[src/rtl/raster_pkg.sv]
// Shared encodings and default geometry for the raster engine and its line stepper.
package raster_pkg;

  localparam int XB_DEF  = 3;
  localparam int YB_DEF  = 3;
  localparam int BPP_DEF = 4;

  typedef enum logic [2:0] {
    OP_NOP   = 3'd0,
    OP_CLEAR = 3'd1,
    OP_PLOT  = 3'd2,
    OP_RECT  = 3'd3,
    OP_LINE  = 3'd4,
    OP_FLUSH = 3'd5
  } op_e;

  typedef enum logic [1:0] {
    ST_IDLE,
    ST_FILL,
    ST_LINE,
    ST_STREAM
  } state_e;

endpackage

[src/rtl/raster_line_stepper.sv]
// Bresenham stepper: loads both endpoints on start, then presents one pixel per step
// until the end point is reached (done stays high on the end pixel).
module raster_line_stepper
  import raster_pkg::*;
#(
  parameter int XB = XB_DEF,
  parameter int YB = YB_DEF
) (
  input  logic          clk,
  input  logic          rst_n,
  input  logic          start,
  input  logic [XB-1:0] x1,
  input  logic [YB-1:0] y1,
  input  logic [XB-1:0] x2,
  input  logic [YB-1:0] y2,
  input  logic          step,
  output logic [XB-1:0] x,
  output logic [YB-1:0] y,
  output logic          done
);

  localparam int CB = (XB > YB) ? XB : YB;
  localparam int EW = CB + 2;

  logic [XB-1:0]        x_q, x_d, xe_q, xe_d;
  logic [YB-1:0]        y_q, y_d, ye_q, ye_d;
  logic signed [EW-1:0] dx_q, dx_d, dy_q, dy_d, err_q, err_d;
  logic                 sx_q, sx_d, sy_q, sy_d;

  logic signed [EW-1:0] x_diff, y_diff, dx0, dy0;
  logic signed [EW:0]   e2, dx_w, dy_w;
  logic                 step_x, step_y;

  // dy is kept as -|dy| so a single error term covers all octants.
  always_comb begin
    x_diff = $signed(EW'(x2)) - $signed(EW'(x1));
    y_diff = $signed(EW'(y2)) - $signed(EW'(y1));
    dx0    = (x_diff < 0) ? -x_diff : x_diff;
    dy0    = (y_diff < 0) ? y_diff : -y_diff;
    e2     = $signed({err_q, 1'b0});
    dx_w   = $signed({dx_q[EW-1], dx_q});
    dy_w   = $signed({dy_q[EW-1], dy_q});
    step_x = (e2 >= dy_w);
    step_y = (e2 <= dx_w);
  end

  assign done = (x_q == xe_q) && (y_q == ye_q);
  assign x    = x_q;
  assign y    = y_q;

  // NOTE: every always_comb output gets a default first, so no path leaves it unassigned (no latch).
  always_comb begin
    x_d   = x_q;
    y_d   = y_q;
    xe_d  = xe_q;
    ye_d  = ye_q;
    dx_d  = dx_q;
    dy_d  = dy_q;
    sx_d  = sx_q;
    sy_d  = sy_q;
    err_d = err_q;
    if (start) begin
      x_d   = x1;
      y_d   = y1;
      xe_d  = x2;
      ye_d  = y2;
      dx_d  = dx0;
      dy_d  = dy0;
      sx_d  = (x_diff < 0);
      sy_d  = (y_diff < 0);
      err_d = dx0 + dy0;
    end else if (step && !done) begin
      if (step_x) begin
        x_d   = sx_q ? x_q - XB'(1) : x_q + XB'(1);
        err_d = err_d + dy_q;
      end
      if (step_y) begin
        y_d   = sy_q ? y_q - YB'(1) : y_q + YB'(1);
        err_d = err_d + dx_q;
      end
    end
  end

  // NOTE: sequential state uses non-blocking assignments so all flops update together at the edge.
  always_ff @(posedge clk or negedge rst_n) begin
    if (!rst_n) begin
      x_q   <= '0;
      y_q   <= '0;
      xe_q  <= '0;
      ye_q  <= '0;
      dx_q  <= '0;
      dy_q  <= '0;
      sx_q  <= 1'b0;
      sy_q  <= 1'b0;
      err_q <= '0;
    end else begin
      x_q   <= x_d;
      y_q   <= y_d;
      xe_q  <= xe_d;
      ye_q  <= ye_d;
      dx_q  <= dx_d;
      dy_q  <= dy_d;
      sx_q  <= sx_d;
      sy_q  <= sy_d;
      err_q <= err_d;
    end
  end

endmodule

[src/rtl/raster_engine.sv]
// Command-driven rasteriser: CLEAR/PLOT/RECT fill and Bresenham LINE into a WxH frame
// buffer, streamed out row-major over a valid/ready pixel port.
module raster_engine
  import raster_pkg::*;
#(
  parameter int XB         = XB_DEF,
  parameter int YB         = YB_DEF,
  parameter int BPP        = BPP_DEF,
  parameter bit AUTO_FLUSH = 1'b1
) (
  input  logic           clk,
  input  logic           rst_n,
  input  logic           cmd_valid,
  output logic           cmd_ready,
  input  logic [2:0]     cmd_op,
  input  logic [XB-1:0]  cmd_x1,
  input  logic [YB-1:0]  cmd_y1,
  input  logic [XB-1:0]  cmd_x2,
  input  logic [YB-1:0]  cmd_y2,
  input  logic [XB-1:0]  cmd_w,
  input  logic [YB-1:0]  cmd_h,
  input  logic [BPP-1:0] cmd_color,
  output logic           pix_valid,
  input  logic           pix_ready,
  output logic [BPP-1:0] pix_data,
  output logic           pix_first,
  output logic           pix_last,
  output logic           busy
);

  localparam int AB   = XB + YB;
  localparam int NPIX = 1 << AB;

  state_e         state_q, state_d, after_draw;
  op_e            op;
  logic           accept, rect_empty, fill_last, stream_last;
  logic           line_start, line_step, line_done, mem_we;
  logic [XB-1:0]  line_x, rect_x_hi;
  logic [YB-1:0]  line_y, rect_y_hi;
  logic [XB:0]    x_end;
  logic [YB:0]    y_end;
  logic [AB-1:0]  waddr;

  logic [XB-1:0]  fx_q, fx_d, fx_lo_q, fx_lo_d, fx_hi_q, fx_hi_d;
  logic [YB-1:0]  fy_q, fy_d, fy_hi_q, fy_hi_d;
  logic [BPP-1:0] color_q, color_d;
  logic [AB-1:0]  saddr_q, saddr_d;
  logic [BPP-1:0] mem [NPIX];

  assign op          = op_e'(cmd_op);
  assign accept      = cmd_valid && cmd_ready;
  assign line_start  = accept && (op == OP_LINE);
  assign after_draw  = AUTO_FLUSH ? ST_STREAM : ST_IDLE;
  assign rect_empty  = (cmd_w == '0) || (cmd_h == '0);
  assign fill_last   = (fx_q == fx_hi_q) && (fy_q == fy_hi_q);
  assign stream_last = (saddr_q == '1);

  // Extents are summed one bit wider; a set carry means the rect reaches the edge and clips there.
  assign x_end     = {1'b0, cmd_x1} + {1'b0, cmd_w};
  assign y_end     = {1'b0, cmd_y1} + {1'b0, cmd_h};
  assign rect_x_hi = x_end[XB] ? '1 : x_end[XB-1:0] - XB'(1);
  assign rect_y_hi = y_end[YB] ? '1 : y_end[YB-1:0] - YB'(1);

  raster_line_stepper #(.XB(XB), .YB(YB)) u_line (
    .clk   (clk),
    .rst_n (rst_n),
    .start (line_start),
    .x1    (cmd_x1),
    .y1    (cmd_y1),
    .x2    (cmd_x2),
    .y2    (cmd_y2),
    .step  (line_step),
    .x     (line_x),
    .y     (line_y),
    .done  (line_done)
  );

  always_ff @(posedge clk or negedge rst_n) begin
    if (!rst_n) state_q <= ST_IDLE;
    else        state_q <= state_d;
  end

  always_comb begin
    state_d = state_q;
    case (state_q)
      ST_IDLE: begin
        if (accept) begin
          case (op)
            OP_CLEAR, OP_PLOT: state_d = ST_FILL;
            OP_RECT:           state_d = rect_empty ? after_draw : ST_FILL;
            OP_LINE:           state_d = ST_LINE;
            OP_FLUSH:          state_d = ST_STREAM;
            default:           state_d = ST_IDLE;
          endcase
        end
      end
      ST_FILL:   if (fill_last) state_d = after_draw;
      ST_LINE:   if (line_done) state_d = after_draw;
      ST_STREAM: if (pix_ready && stream_last) state_d = ST_IDLE;
      default:   state_d = ST_IDLE;
    endcase
  end

  always_comb begin
    cmd_ready = 1'b0;
    busy      = 1'b1;
    pix_valid = 1'b0;
    mem_we    = 1'b0;
    line_step = 1'b0;
    waddr     = {fy_q, fx_q};
    case (state_q)
      ST_IDLE: begin
        cmd_ready = 1'b1;
        busy      = 1'b0;
      end
      ST_FILL: mem_we = 1'b1;
      ST_LINE: begin
        mem_we    = 1'b1;
        waddr     = {line_y, line_x};
        line_step = !line_done;
      end
      ST_STREAM: pix_valid = 1'b1;
      default: ;
    endcase
  end

  assign pix_first = pix_valid && (saddr_q == '0);
  assign pix_last  = pix_valid && stream_last;
  assign pix_data  = pix_valid ? mem[saddr_q] : '0;

  // PLOT is a 1x1 fill and CLEAR a full-frame fill, so one walker serves all three.
  always_comb begin
    fx_d    = fx_q;
    fy_d    = fy_q;
    fx_lo_d = fx_lo_q;
    fx_hi_d = fx_hi_q;
    fy_hi_d = fy_hi_q;
    color_d = color_q;
    saddr_d = '0;
    case (state_q)
      ST_IDLE: begin
        if (accept) begin
          color_d = cmd_color;
          fx_d    = cmd_x1;
          fy_d    = cmd_y1;
          fx_lo_d = cmd_x1;
          fx_hi_d = cmd_x1;
          fy_hi_d = cmd_y1;
          if (op == OP_CLEAR) begin
            fx_d    = '0;
            fy_d    = '0;
            fx_lo_d = '0;
            fx_hi_d = '1;
            fy_hi_d = '1;
          end else if (op == OP_RECT) begin
            fx_hi_d = rect_x_hi;
            fy_hi_d = rect_y_hi;
          end
        end
      end
      ST_FILL: begin
        if (fx_q == fx_hi_q) begin
          fx_d = fx_lo_q;
          fy_d = fy_q + YB'(1);
        end else begin
          fx_d = fx_q + XB'(1);
        end
      end
      ST_STREAM: saddr_d = pix_ready ? saddr_q + AB'(1) : saddr_q;
      default: ;
    endcase
  end

  always_ff @(posedge clk or negedge rst_n) begin
    if (!rst_n) begin
      fx_q    <= '0;
      fy_q    <= '0;
      fx_lo_q <= '0;
      fx_hi_q <= '0;
      fy_hi_q <= '0;
      color_q <= '0;
      saddr_q <= '0;
    end else begin
      fx_q    <= fx_d;
      fy_q    <= fy_d;
      fx_lo_q <= fx_lo_d;
      fx_hi_q <= fx_hi_d;
      fy_hi_q <= fy_hi_d;
      color_q <= color_d;
      saddr_q <= saddr_d;
    end
  end

  // NOTE: the frame buffer is deliberately not reset so it can map onto RAM; software clears it after power-up.
  always_ff @(posedge clk) begin
    if (mem_we) mem[waddr] <= color_q;
  end

endmodule
[config.mk]
export PLATFORM = sky130hd
export DESIGN_NAME = raster_engine
export DESIGN_NICKNAME = d
export VERILOG_FILES = /design/src/rtl/raster_pkg.sv /design/src/rtl/raster_line_stepper.sv /design/src/rtl/raster_engine.sv
export SDC_FILE = /design/constraint.sdc
export NUM_CORES = 1
export LEC_CHECK = 0
export CAP_MARGIN = 5
export CORE_MARGIN = 3
export CORE_UTILIZATION = 40
export CTS_CLUSTER_SIZE = 20
export DETAILED_ROUTE_END_ITERATION = 16
export GPL_TIMING_DRIVEN = 0
export MAX_ROUTING_LAYER = met4
export PLACE_DENSITY = 0.6
export SKIP_CTS_REPAIR_TIMING = 1
export SYNTH_ARGS = -nofsm -noshare
export SYNTH_HDL_FRONTEND = slang
export SYNTH_SLANG_ARGS = --single-unit
[constraint.sdc]
create_clock -name clk -period 4.28 [get_ports clk]
set_clock_uncertainty 0.15 [all_clocks]
set_input_delay 0.642 -clock clk [delete_from_list [all_inputs] [get_ports clk]]
set_output_delay 0.642 -clock clk [all_outputs]
set_load 0.1 [all_outputs]
======== Word level (Yosys, flattened, before mapping) ========
Memory sizes are Yosys's and may differ from the RTL's.
Cells that the tools add are included.
W data, S select, Z words.
cells by class
  order comparisons ....................... 4
  $mul .................................... 0
  shifts and indexed selects .............. 0
  add/sub/neg operators ................... 18
  equality and inequality tests ........... 19
  bitwise operators ....................... 0
  div/mod/pow operators ................... 0
  muxes and demuxes ....................... 48
  reduce and logical (&&, ||, !) cells .... 26
operators with widths
  cell                   number
  $mux W3                20
  $mux W5                8
  $mux W6                3
  $pmux W2 S4            2
  $add A5 B5 Y5          3
  $add A3 B1 Y3 const B  4
  $eq A3 B3 Y1           4
  $pmux W3 S2            2
  $sub A3 B1 Y3 const B  4
  $mux W2                5
  $ne A2 B2 Y1 const B   5
  $neg A4 Y5             2
  $add A3 B3 Y4          2
  $logic_and A1 B1 Y1    8
  $lt A4 B1 Y1 const B   2
  $reduce_and A2 Y1      4
  $reduce_bool A2 Y1     4
  $sub A3 B3 Y4          2
  $mux W1                7
  $add A6 B1 Y6 const B  1
  $eq A3 B2 Y1 const B   2
  $eq A3 B3 Y1 const B   2
  $eq A6 B6 Y1 const B   1
  $ge A6 B5 Y1           1
  other kinds (14)       17
storage, ports and cells
  word-level logic and storage cells ...... 133
  memories kept ........................... 1
  bits in registers ....................... 56
  bits in read-only memories .............. 0
  input bits .............................. 29
  bits in latches ......................... 0
  output and inout bits ................... 9
  RAM bits ................................ 256
memory list
  name  words  width  read ports  clocked after memory_dff  write ports  RTL line             text
  mem   64     4      1           0                         1            raster_engine.sv:48  logic [BPP-1:0] mem [NPIX];

======== Depth between registers and ports, before layout ========
  depth in word-level cells ............... 11
  depth in mapped cells ................... 15
  gate-level depth less buffers ........... 15

======== Hierarchy ========
Synthesis repeated with hierarchy kept, for this count alone.
unflattened totals
  cells, all modules ...................... 1004
  area total of the unflattened synthesis .. 14716.6 um^2
modules (own cells, without submodules)
  module               area an instance (um^2)  instances  cells an instance
  raster_engine        12301.8                  1          765
  raster_line_stepper  2414.8                   1          239

======== Worst setup path before layout ========
Ideal clock, no wire load.
  path kind ............................... reg2out
  start point ............................. register state_q[0]
  end point ............................... output port pix_first
  required time ........................... 3488 ps
  cell stages (with the launch flop) ...... 4
  data arrival time ....................... 4382 ps
  buffers on the path ..................... 0
  path slack .............................. -894 ps
  cell sequence ........................... dfrtp_1 > ha_1 > nand2b_1 > nor4_1
on the way
  longest elaborated chain between the ends .. 3
RTL lines
  item                    RTL line              text
  from (decl)             raster_engine.sv:34   state_e state_q, state_d, after_draw;
  from (signal assigned)  raster_engine.sv:80   else state_q <= state_d;
  $eq A2 B2 Y1            raster_engine.sv:111  case (state_q)
  $mux W1                 raster_engine.sv:111
  named net pix_valid     raster_engine.sv:23   output logic pix_valid,
  $logic_and A1 B1 Y1     raster_engine.sv:127  assign pix_first = pix_valid && (saddr_q == '0);
  to (decl)               raster_engine.sv:26   output logic pix_first,
The timed path passes the listed nets, and every way through them passes these cells.

======== Worst setup path in the final report ========
  start point ............................. register saddr_q[1]
  end point ............................... output port pix_data[3]
on the way
  longest elaborated chain between the ends .. 2
RTL lines
  item                    RTL line              text
  from (decl)             raster_engine.sv:47   logic [AB-1:0] saddr_q, saddr_d;
  from (signal assigned)  raster_engine.sv:190  saddr_q <= saddr_d;
  $mem_v2 Z64 W4          n/a
  $mux W4                 raster_engine.sv:129  assign pix_data = pix_valid ? mem[saddr_q] : '0;
  to (decl)               raster_engine.sv:25   output logic [BPP-1:0] pix_data,
No other way between the ends.

==> impl_metrics.env <==
export IMPL_core_um2=35100
export IMPL_cts_sinks=312
export IMPL_routed_wl_um=33700
export IMPL_setup_worst_path_start="saddr_q[1]"
export IMPL_syn_area_per_cell_um2=15.0
export IMPL_cts_path_max_buffers=3
export IMPL_cap_violations=0
export IMPL_finalCritPeriodShare_pct=96.8
export IMPL_final_common_cell="edfxtp_1"
export IMPL_max_freq_mhz=241
export IMPL_grt_pass1_wl_um=52000
export IMPL_ys_types=55
export IMPL_syn2layout_area_growth_pct=14.8
export IMPL_crit_type="reg2out"
export IMPL_drc_errors=0
export IMPL_routed_via_density=5.50
export IMPL_setup_viol=0
export IMPL_initial_core_util_pct=41.1
export IMPL_hp_start="fx_lo_q[2]"
export IMPL_die_y_um=196
export IMPL_irDropWorstVdd_uv=460
export IMPL_synthTopCellsByArea="edfxtp_1, mux4_2, dfrtp_1"
export IMPL_min_path_type="reg2reg"
export IMPL_grt_pass1_vias=8466
export IMPL_dpl_cell_count=1456
export IMPL_async_flop_share_pct=17.9
export IMPL_drt_wirelength_per_cell_um=22.3
export IMPL_grt_max_degree=57
export IMPL_cp_required_ns=3.49
export IMPL_cts_tree="yes"
export IMPL_p_per_area_nw_per_um2=689
export IMPL_synthesis_instances=959
export IMPL_finalNetCount=1120
export IMPL_crit_fanout=10
export IMPL_vias=8332
export IMPL_fin_cells=1514
export IMPL_post_route_util_pct=47.2
export IMPL_power_mw=11.4
export IMPL_status="complete, no violations"
export IMPL_leakage_nw=5.75
export IMPL_worst_pin_slew_ns=0.982
export IMPL_slew_headroom_pct=34.3
export IMPL_root_buffer="clkbuf_16"
export IMPL_synth_top_area_share_pct=53.3
export IMPL_end_kind="output port"
export IMPL_ys_warnings_count=0
export IMPL_ys_seq_elements=312
export IMPL_htreeDepth=1
export IMPL_slew_violations=0
export IMPL_antenna_found_initial=0
export IMPL_first_iter_violations=685
export IMPL_r2r_start="u_line.err_q[1]"
export IMPL_final_cell_mix="edfxtp_1, nor2_1, nand2_1"
export IMPL_track_usage_pct=18.2
export IMPL_clock_insertion_delay_worst_skew_ns=0.58
export IMPL_cp_arrival_ns=3.35
export IMPL_regArea_um2=9090
export IMPL_synth_edf_count=256
export IMPL_gp_congestion=0.814
export IMPL_synth_seq_area_share_pct=63.0
export IMPL_startpoint_type="register"
export IMPL_yosysTopAreaCell="edfxtp_1"
export IMPL_fin_crit_ns=4.14
export IMPL_ant_nets=0
export IMPL_first_pass_iters=7
export IMPL_syn_nets=1044
export IMPL_nFillCells=3041
export IMPL_portBuffers=37
export IMPL_dp_hpwl_um=23600
export IMPL_gr_total_overflow=0
export IMPL_rsz0062_at_grt="no"
export IMPL_multi_input_area_um2=4990
export IMPL_diodes=0
export IMPL_io_pins=38
export IMPL_syn_area_um2=14400
export IMPL_path_clk_slew_ns=0.06
export IMPL_drive_above_1_share_pct=14.9
export IMPL_synth_ff_type="edfxtp_1"
export IMPL_ff2ff_setup_slack_ns=0.24
export IMPL_die_area_um2=38400
export IMPL_hold_viol=0
export IMPL_num_rows=68
export IMPL_numCtsBuffers=31
export IMPL_die_w_um=196
metrics by stage:
stage / TNS [ns] / area (µm²) / hold WS, ns / setup slack, ns
6_report: 0 / 16500 / 0.331 / 0.138
5_1_grt: 0 / 16500 / 0.356 / 0.0000324
4_1_cts: -5.31 / 16500 / -0.0547 / -1.28
3_5_place_dp: -2.48 / 15500 / 0.317 / -0.665
3_3_place_gp: -2.09 / 15400 / 0.306 / -0.563
2_1_floorplan: 0 / 14400 / 0.196 / 0.116
synth_stat cells, types with 3 or more instances:
library cell and number:
a211oi_1 5, a21o_1 10, a21oi_1 20, a31oi_1 12
and2_1 3, buf_1 7, buf_2 6, buf_6 4
clkbuf_1 19, dfrtp_1 56, edfxtp_1 256, fa_1 9
ha_1 47, inv_1 43, mux2_1 8, mux2_2 4
mux2i_1 15, mux4_1 9, mux4_2 68, nand2_1 83
nand2b_1 9, nand3_1 12, nand4_1 6, nor2_1 104
nor2b_1 4, nor3_1 7, nor4_1 3, o21a_1 7
o21ai_0 20, o21ai_1 26, o22ai_1 8, xnor2_1 22
xor2_1 18
layout make-up:
class	count	share of cell area, %
clock buffers	39	5.11
inverters	45	1.02
multi-input cells	565	30.2
well taps	455	3.44
repair buffers	43	2.80
plain buffers	37	1.26
flip-flops and latches	312	54.9
clock inverters	18	1.26
path summary, 6_finish.rpt:
| path | end | depth (start not counted) |
|---|---|---|
| setup / recovery | pix_data[3] | 7 |
| hold / removal | fx_lo_q[2] | 2 |
| setup reg to reg | u_line.err_q[4] | 14 |
| hold reg to reg | fx_lo_q[2] | 2 |
| max in group asynchronous | u_line.dx_q[2] | 3 |
| min in group asynchronous | saddr_q[5] | 2 |
registers in the layout (all words and copies together), names as in the netlist, 4 cells and up:
name and flops:
u_line.dy_q 5, saddr_q 6, color_q 4, u_line.dx_q 5
mem 256, u_line.err_q 5
layer usage:
layer  track usage, %  share of wire (%)  up-vias
li1                 -                  -     3806
met1             26.3                 46     4187
met2             27.7                 46      287
met3             3.30                6.4       52
met4             3.22                1.8        0
met5                -                  0        -
power by group:
group / switching [mW] / internal [mW] / total, mW
clock network: 1.15 / 1.64 / 2.79
registers: 0.415 / 4.06 / 4.48
logic: 2.54 / 1.60 / 4.13
total: 4.10 / 7.30 / 11.4
kinds of logic after synthesis:
| kind of cell | after synthesis | share of synthesized area (%) |
|---|---|---|
| xor+xnor | 40 | 2.43 |
| buf+inv | 82 | 2.47 |
| flops | 312 | 63.0 |
| fa+ha+maj | 56 | 5.33 |
| simple gates | 240 | 7.10 |
| compound gates | 125 | 5.40 |
| mux | 104 | 14.2 |
worst max-delay path, stage by stage, from the launching register on:
cell and delay, ns:
dfrtp_1 0.39, clkbuf_2 0.37, clkbuf_4 0.38, mux4_2 0.38, mux4_2 0.51, mux2i_1 0.18
o22ai_1 0.15, clkbuf_2 0.40
Power figures use the tool's default switching activity.
